<file path="src/rtl/usb_pkg.sv">
`default_nettype none
// ============================================================================
// Module   : usb_pkg
// Purpose  : Shared types and constants for the USB CRC transmit path:
//            transmitter state encoding and CRC-16/USB parameters
//            (reflected polynomial, initial value).
// Revision : 1.0 - initial release
// ============================================================================
package usb_pkg;

  typedef enum logic [2:0] {
    ST_IDLE  = 3'd0,
    ST_DATA  = 3'd1,
    ST_CRC1  = 3'd2,
    ST_CRC2  = 3'd3,
    ST_DRAIN = 3'd4
  } state_e;

  // 0x8005 bit-reversed, for LSB-first shifting
  localparam logic [15:0] CRC16_POLY = 16'hA001;
  localparam logic [15:0] CRC16_INIT = 16'hFFFF;

endpackage : usb_pkg
`default_nettype wire

</file>
<file path="src/rtl/usb_crc16_byte.sv">
`default_nettype none
// ============================================================================
// Module   : usb_crc16_byte
// Purpose  : Combinational CRC-16/USB update by one byte, LSB first.
// Ports    : crc_in  [15:0] current CRC register
//            data    [7:0]  byte to fold in
//            crc_out [15:0] CRC register after the byte
// Revision : 1.0 - initial release
// ============================================================================
module usb_crc16_byte
  import usb_pkg::*;
(
  input  logic [15:0] crc_in,
  input  logic [7:0]  data,
  output logic [15:0] crc_out
);

  function automatic logic [15:0] crc_step(input logic [15:0] c_in, input logic [7:0] d);
    logic [15:0] c;
    c = c_in ^ {8'h00, d};
    for (int i = 0; i < 8; i++) begin
      c = c[0] ? ((c >> 1) ^ CRC16_POLY) : (c >> 1);
    end
    return c;
  endfunction

  always_comb begin
    crc_out = crc_step(crc_in, data);
  end

endmodule : usb_crc16_byte
`default_nettype wire

</file>
<file path="src/rtl/usb_crc_tx.sv">
`default_nettype none
// ============================================================================
// Module   : usb_crc_tx
// Purpose  : Forwards a payload byte stream to the PHY one cycle after
//            acceptance, then appends the inverted CRC-16/USB (low byte
//            first). Supports zero-length packets and a MAX_LEN overflow
//            guard that terminates the packet and raises a sticky len_err.
// Ports    : clk, reset (sync, active-low)
//            send_data, zlp                       - start request (IDLE only)
//            in_data/in_valid/in_last/in_ready    - payload stream
//            tx_data/tx_valid/tx_ready            - PHY byte output
//            busy, done, len_err                  - status
//            hist [HIST_DEPTH-1:0]                - tx_valid history, bit 0 newest
// Config   : USB_CRC_TX_HIST_EN - when defined, hist is a live shift register;
//            otherwise hist is tied to zero and no flops are built.
// Revision : 1.0 - initial release
// ============================================================================
module usb_crc_tx
  import usb_pkg::*;
#(
  parameter int HIST_DEPTH = 10,
  parameter int MAX_LEN    = 1023
) (
  input  logic                  clk,
  input  logic                  reset,
  input  logic                  send_data,
  input  logic                  zlp,
  input  logic [7:0]            in_data,
  input  logic                  in_valid,
  input  logic                  in_last,
  output logic                  in_ready,
  output logic [7:0]            tx_data,
  output logic                  tx_valid,
  input  logic                  tx_ready,
  output logic                  busy,
  output logic                  done,
  output logic                  len_err,
  output logic [HIST_DEPTH-1:0] hist
);

  localparam int               CNT_W    = $clog2(MAX_LEN + 1);
  localparam logic [CNT_W-1:0] LAST_IDX = CNT_W'(MAX_LEN - 1);

  state_e           state_q, state_d;
  logic [7:0]       tx_data_q, tx_data_d;
  logic             tx_valid_q, tx_valid_d;
  logic             done_q, done_d;
  logic             len_err_q, len_err_d;
  logic [15:0]      crc_q, crc_d;
  logic [CNT_W-1:0] cnt_q, cnt_d;

  logic        slot_free;
  logic        accept;
  logic [15:0] crc_upd;

  // The output slot can take a new byte when empty or being consumed now.
  assign slot_free = !tx_valid_q || tx_ready;
  assign in_ready  = (state_q == ST_DATA) && slot_free;
  assign accept    = in_valid && in_ready;

  usb_crc16_byte u_crc (
    .crc_in  (crc_q),
    .data    (in_data),
    .crc_out (crc_upd)
  );

  always_ff @(posedge clk) begin
    if (!reset) begin
      state_q    <= ST_IDLE;
      tx_data_q  <= 8'h00;
      tx_valid_q <= 1'b0;
      done_q     <= 1'b0;
      len_err_q  <= 1'b0;
      crc_q      <= CRC16_INIT;
      cnt_q      <= '0;
    end else begin
      state_q    <= state_d;
      tx_data_q  <= tx_data_d;
      tx_valid_q <= tx_valid_d;
      done_q     <= done_d;
      len_err_q  <= len_err_d;
      crc_q      <= crc_d;
      cnt_q      <= cnt_d;
    end
  end

  always_comb begin
    state_d    = state_q;
    tx_data_d  = tx_data_q;
    // A presented byte stays until the PHY takes it.
    tx_valid_d = tx_valid_q && !tx_ready;
    done_d     = 1'b0;
    len_err_d  = len_err_q;
    crc_d      = crc_q;
    cnt_d      = cnt_q;

    case (state_q)
      ST_IDLE: begin
        tx_valid_d = 1'b0;
        if (send_data) begin
          len_err_d = 1'b0;
          crc_d     = CRC16_INIT;
          cnt_d     = '0;
          state_d   = zlp ? ST_CRC1 : ST_DATA;
        end
      end
      ST_DATA: begin
        if (accept) begin
          tx_data_d  = in_data;
          tx_valid_d = 1'b1;
          crc_d      = crc_upd;
          cnt_d      = cnt_q + CNT_W'(1);
          if (in_last) begin
            state_d = ST_CRC1;
          end else if (cnt_q == LAST_IDX) begin
            // Byte MAX_LEN arrived without in_last: close the packet anyway.
            state_d   = ST_CRC1;
            len_err_d = 1'b1;
          end
        end
      end
      ST_CRC1: begin
        if (slot_free) begin
          tx_data_d  = ~crc_q[7:0];
          tx_valid_d = 1'b1;
          state_d    = ST_CRC2;
        end
      end
      ST_CRC2: begin
        if (slot_free) begin
          tx_data_d  = ~crc_q[15:8];
          tx_valid_d = 1'b1;
          state_d    = ST_DRAIN;
        end
      end
      ST_DRAIN: begin
        if (tx_ready) begin
          tx_valid_d = 1'b0;
          done_d     = 1'b1;
          state_d    = ST_IDLE;
        end
      end
      default: begin
        state_d    = ST_IDLE;
        tx_valid_d = 1'b0;
      end
    endcase
  end

  assign tx_data  = tx_data_q;
  assign tx_valid = tx_valid_q;
  assign done     = done_q;
  assign len_err  = len_err_q;
  assign busy     = (state_q != ST_IDLE);

`ifdef USB_CRC_TX_HIST_EN
  logic [HIST_DEPTH-1:0] hist_q;

  always_ff @(posedge clk) begin
    if (!reset) begin
      hist_q <= '0;
    end else begin
      hist_q <= {hist_q[HIST_DEPTH-2:0], tx_valid_q};
    end
  end

  assign hist = hist_q;
`else
  assign hist = '0;
`endif

endmodule : usb_crc_tx
`default_nettype wire

</file>
<file path="config.mk">
export PLATFORM = sky130hd
export DESIGN_NAME = usb_crc_tx
export DESIGN_NICKNAME = d
export VERILOG_FILES = /design/src/rtl/usb_pkg.sv /design/src/rtl/usb_crc16_byte.sv /design/src/rtl/usb_crc_tx.sv
export SDC_FILE = /design/constraint.sdc
export NUM_CORES = 1
export LEC_CHECK = 0
export BUFFER_PORTS_ARGS = -buffer_cell sky130_fd_sc_hd__buf_2
export CORE_ASPECT_RATIO = 1.25
export CORE_MARGIN = 1.5
export CORE_UTILIZATION = 62
export CTS_BUF_LIST = sky130_fd_sc_hd__clkbuf_2 sky130_fd_sc_hd__clkbuf_4 sky130_fd_sc_hd__clkbuf_8
export DETAILED_ROUTE_END_ITERATION = 8
export GPL_ROUTABILITY_DRIVEN = 0
export PLACE_DENSITY = 0.9
export SKIP_LAST_GASP = 1
export SLEW_MARGIN = 20
export SYNTH_ARGS = -nofsm -noshare
export SYNTH_HDL_FRONTEND = slang
export SYNTH_SLANG_ARGS = --single-unit
</file>
<file path="constraint.sdc">
create_clock -name clk -period 4.7 [get_ports clk]
set_clock_uncertainty 0.15 [all_clocks]
set_input_delay 1.175 -clock clk [delete_from_list [all_inputs] [get_ports clk]]
set_output_delay 1.175 -clock clk [all_outputs]
set_load 0.01 [all_outputs]
</file>
==> metrics.yaml <==
netlist_area_um2: 2190
cp_max_fo: 23
vdd_drop_max_mv: 0.389
finalSetupViolCount: 0
tightestPinTransition_ns: 0.725
dpl_cell_area_um2: 2270
synthCells: 251
cts.sinks: 40
drt_wl_total_mm: 4.67
dp_hpwl_mm: 3.21
syn_area_per_cell_um2: 8.71
die_y_um: 69.4
clockBufferDepth: 2
timing.slew.headroom: 0.516
num_io_pins: 38
grt_pass1_wl_mm: 8.01
outcome: "finished clean"
hold_viol_final: 0
vias: 1811
synth_warnings: 0
detail-route-antenna-nets: 0
end_kind: "primary output"
nets: 288
startpoint_type: "register"
ys_ff_latch: 40
period_minus_slack_ns: 3.18
grt_pass1_vias: 1762
cpPeakStageDelay_ns: 0.79
antenna_found_initial: 0
nFillCells: 265
row_count: 23
synthTopCellsByArea: "dfxtp_1 37%, xnor2_1 5.2%, nor2_1 4.3%"
gr-usage-all-layers: 0.260
fp.dieArea_um2: 3900
drv_cap: 0
coreArea_um2: 3280
start_util: 0.667
synth_edf_count: 0
design_area_um2: 2370
cp_top_family: "flip-flops"
antenna_cells: 0
top_usage_layer: "met2"
cp_cell_sequence: "or3b_1 > nor2_1 > buf_2"
power_density_nw_per_um2: 475
regArea_um2: 801
fin_setup_tns_ns: 0
max_freq_mhz: 315
slew_violations: 0
clkTransAtPathRegs_ns: 0.08
synth_top_area_share: 0.366
use_met1: 0.302
met3_usage: 0.0653
grt_max_degree: 28
synth_seq_area_share: 0.366
cp_slowest_cell: "dfxtp_1"
path_class: "reg -> out"
fp.dieW_um: 56.1
synthFlopType: "dfxtp_1"
power.leakage_nw: 0.988
rrSetupSlack_ns: 2.15
postCtsSetupRepairBufs: 0
synth_cell_types: 46
rsz0062_at_grt: "false"
drc_errors: 0
worstHoldPathType: "reg -> reg"
cts_tree: "done"
cts_hold_buf: 0
worst-endpoint-required_ns: 3.38
synth_async_sr_flop_share: 0
cts_buffers: 5
ctsResizeCount: 0
syn2layout_area_growth_pct: 8.52
htreeDepth: 2
io_buffers: 27
synth_top_area_cell: "dfxtp_1"
clk_latency_ns: 0.30
fin_util: 0.723
routedWlPerCell_um: 15.2
cts-root-buf: "clkbuf_8"
first_pass_iters: 4
drive_gt1_frac: 0.177
multi_input_area_um2: 1270
cp.buffers_inverters: 1
routed_via_density: 5.88
grt_util_met2: 0.434
first_iter_violations: 97
worstPathArrival_ns: 1.85
grt_overflow: 0
fin_crit_sh: 0.676
-- cell type report --
class                           count  share of cell area
Timing Repair Buffer               28              0.0601
Multi-Input combinational cell    191               0.535
Clock buffer                        7              0.0406
Tap cell                           37              0.0195
Inverter                            5             0.00791
Sequential cell                    40               0.337
-- routing by layer --
metal / share of wire / up-vias
met4: 0.038 / 0
met1: 0.41 / 844
li1: - / 895
met3: 0.042 / 17
met5: 0 / -
met2: 0.51 / 55
-- worst paths after layout --
kind	startpoint	depth (start not counted)	endpoint
setup / recovery	state_q[0]	3	in_ready
setup reg to reg	state_q[0]	5	crc_q[14]
hold reg to reg	len_err	2	len_err
hold / removal	len_err	2	len_err
-- synthesized netlist by cell type (2+ instances only) --
cell / number
inv_1: 5
o21ai_0: 12
nor2_1: 25
xnor2_1: 13
clkbuf_1: 10
a211o_1: 3
dfxtp_1: 40
buf_4: 11
nor3b_1: 2
xnor2_2: 2
or3_1: 4
xnor3_1: 2
and2_1: 8
o21ai_2: 2
a21oi_1: 16
o22ai_1: 7
nor3_1: 8
a211oi_1: 10
o211a_1: 7
xor2_1: 7
mux2i_1: 2
nand3_1: 4
nand2_1: 19
buf_2: 2
and4_1: 2
ha_1: 2
nor2b_1: 6
nand2b_1: 2
-- flip-flops by register name (all words and copies together), names as in the netlist --
name	count
crc_q	16
cnt_q	10
tx_data	8
state_q	3
done	1
len_err	1
tx_valid	1
-- cell usage in the layout, fill, tap and decap left out, drive strengths merged, types with 3 or more instances in the layout --
cell type and instances:
nor2b 6, nor3 8, a211oi 10, inv 5
buf 28, clkbuf 7, or3 4, xnor3 3
nand3 5, nor2 25, o211a 7, nand2 19
o21ai 14, o22ai 7, and2 8, conb 10
xnor2 15, a21oi 17, xor2 8, a211o 3
dfxtp 40
-- worst reg2reg max path, stage by stage (launching register included) --
cell and delay, ns:
dfxtp_1 0.79, or3b_1 0.52, a21oi_4 0.28, or2_2 0.32
nor2_1 0.09, a211o_1 0.28
-- report_power, final --
part	leakage (nW)	switching (mW)	internal, mW	total [mW]
Sequential	0.326	0.0568	0.392	0.448
Clock	0.0503	0.112	0.131	0.243
Combinational	0.611	0.257	0.178	0.435
Total	0.988	0.426	0.700	1.13
-- stage by stage --
step | setup slack, ns | cells | power (mW) | hold WS, ns
floorplan | 1.89 | 260 | 0.781 | 0.301
detailed placement | 1.63 | 301 | 0.878 | 0.309
global placement | 1.68 | 301 | 0.865 | 0.302
global route | 1.43 | 308 | 1.19 | 0.361
CTS | 1.52 | 308 | 1.13 | 0.329
finish | 1.52 | 308 | 1.13 | 0.332
-- kinds of logic (layout without fill, tap and decap cells) --
family                   after synthesis  after routing  share of synthesized area
AND/OR/NAND/NOR                       88             88                      0.204
AO/OA/AOI/OAI                         63             63                      0.203
flip-flops                            40             40                      0.366
buffers and inverters                 29             40                     0.0704
XOR/XNOR                              26             26                      0.134
adder cells (fa/ha/maj)                2              2                     0.0114
multiplexers                           2              2                    0.00915
other                                  1             10                    0.00171
Power figures use the tool's default switching activity.
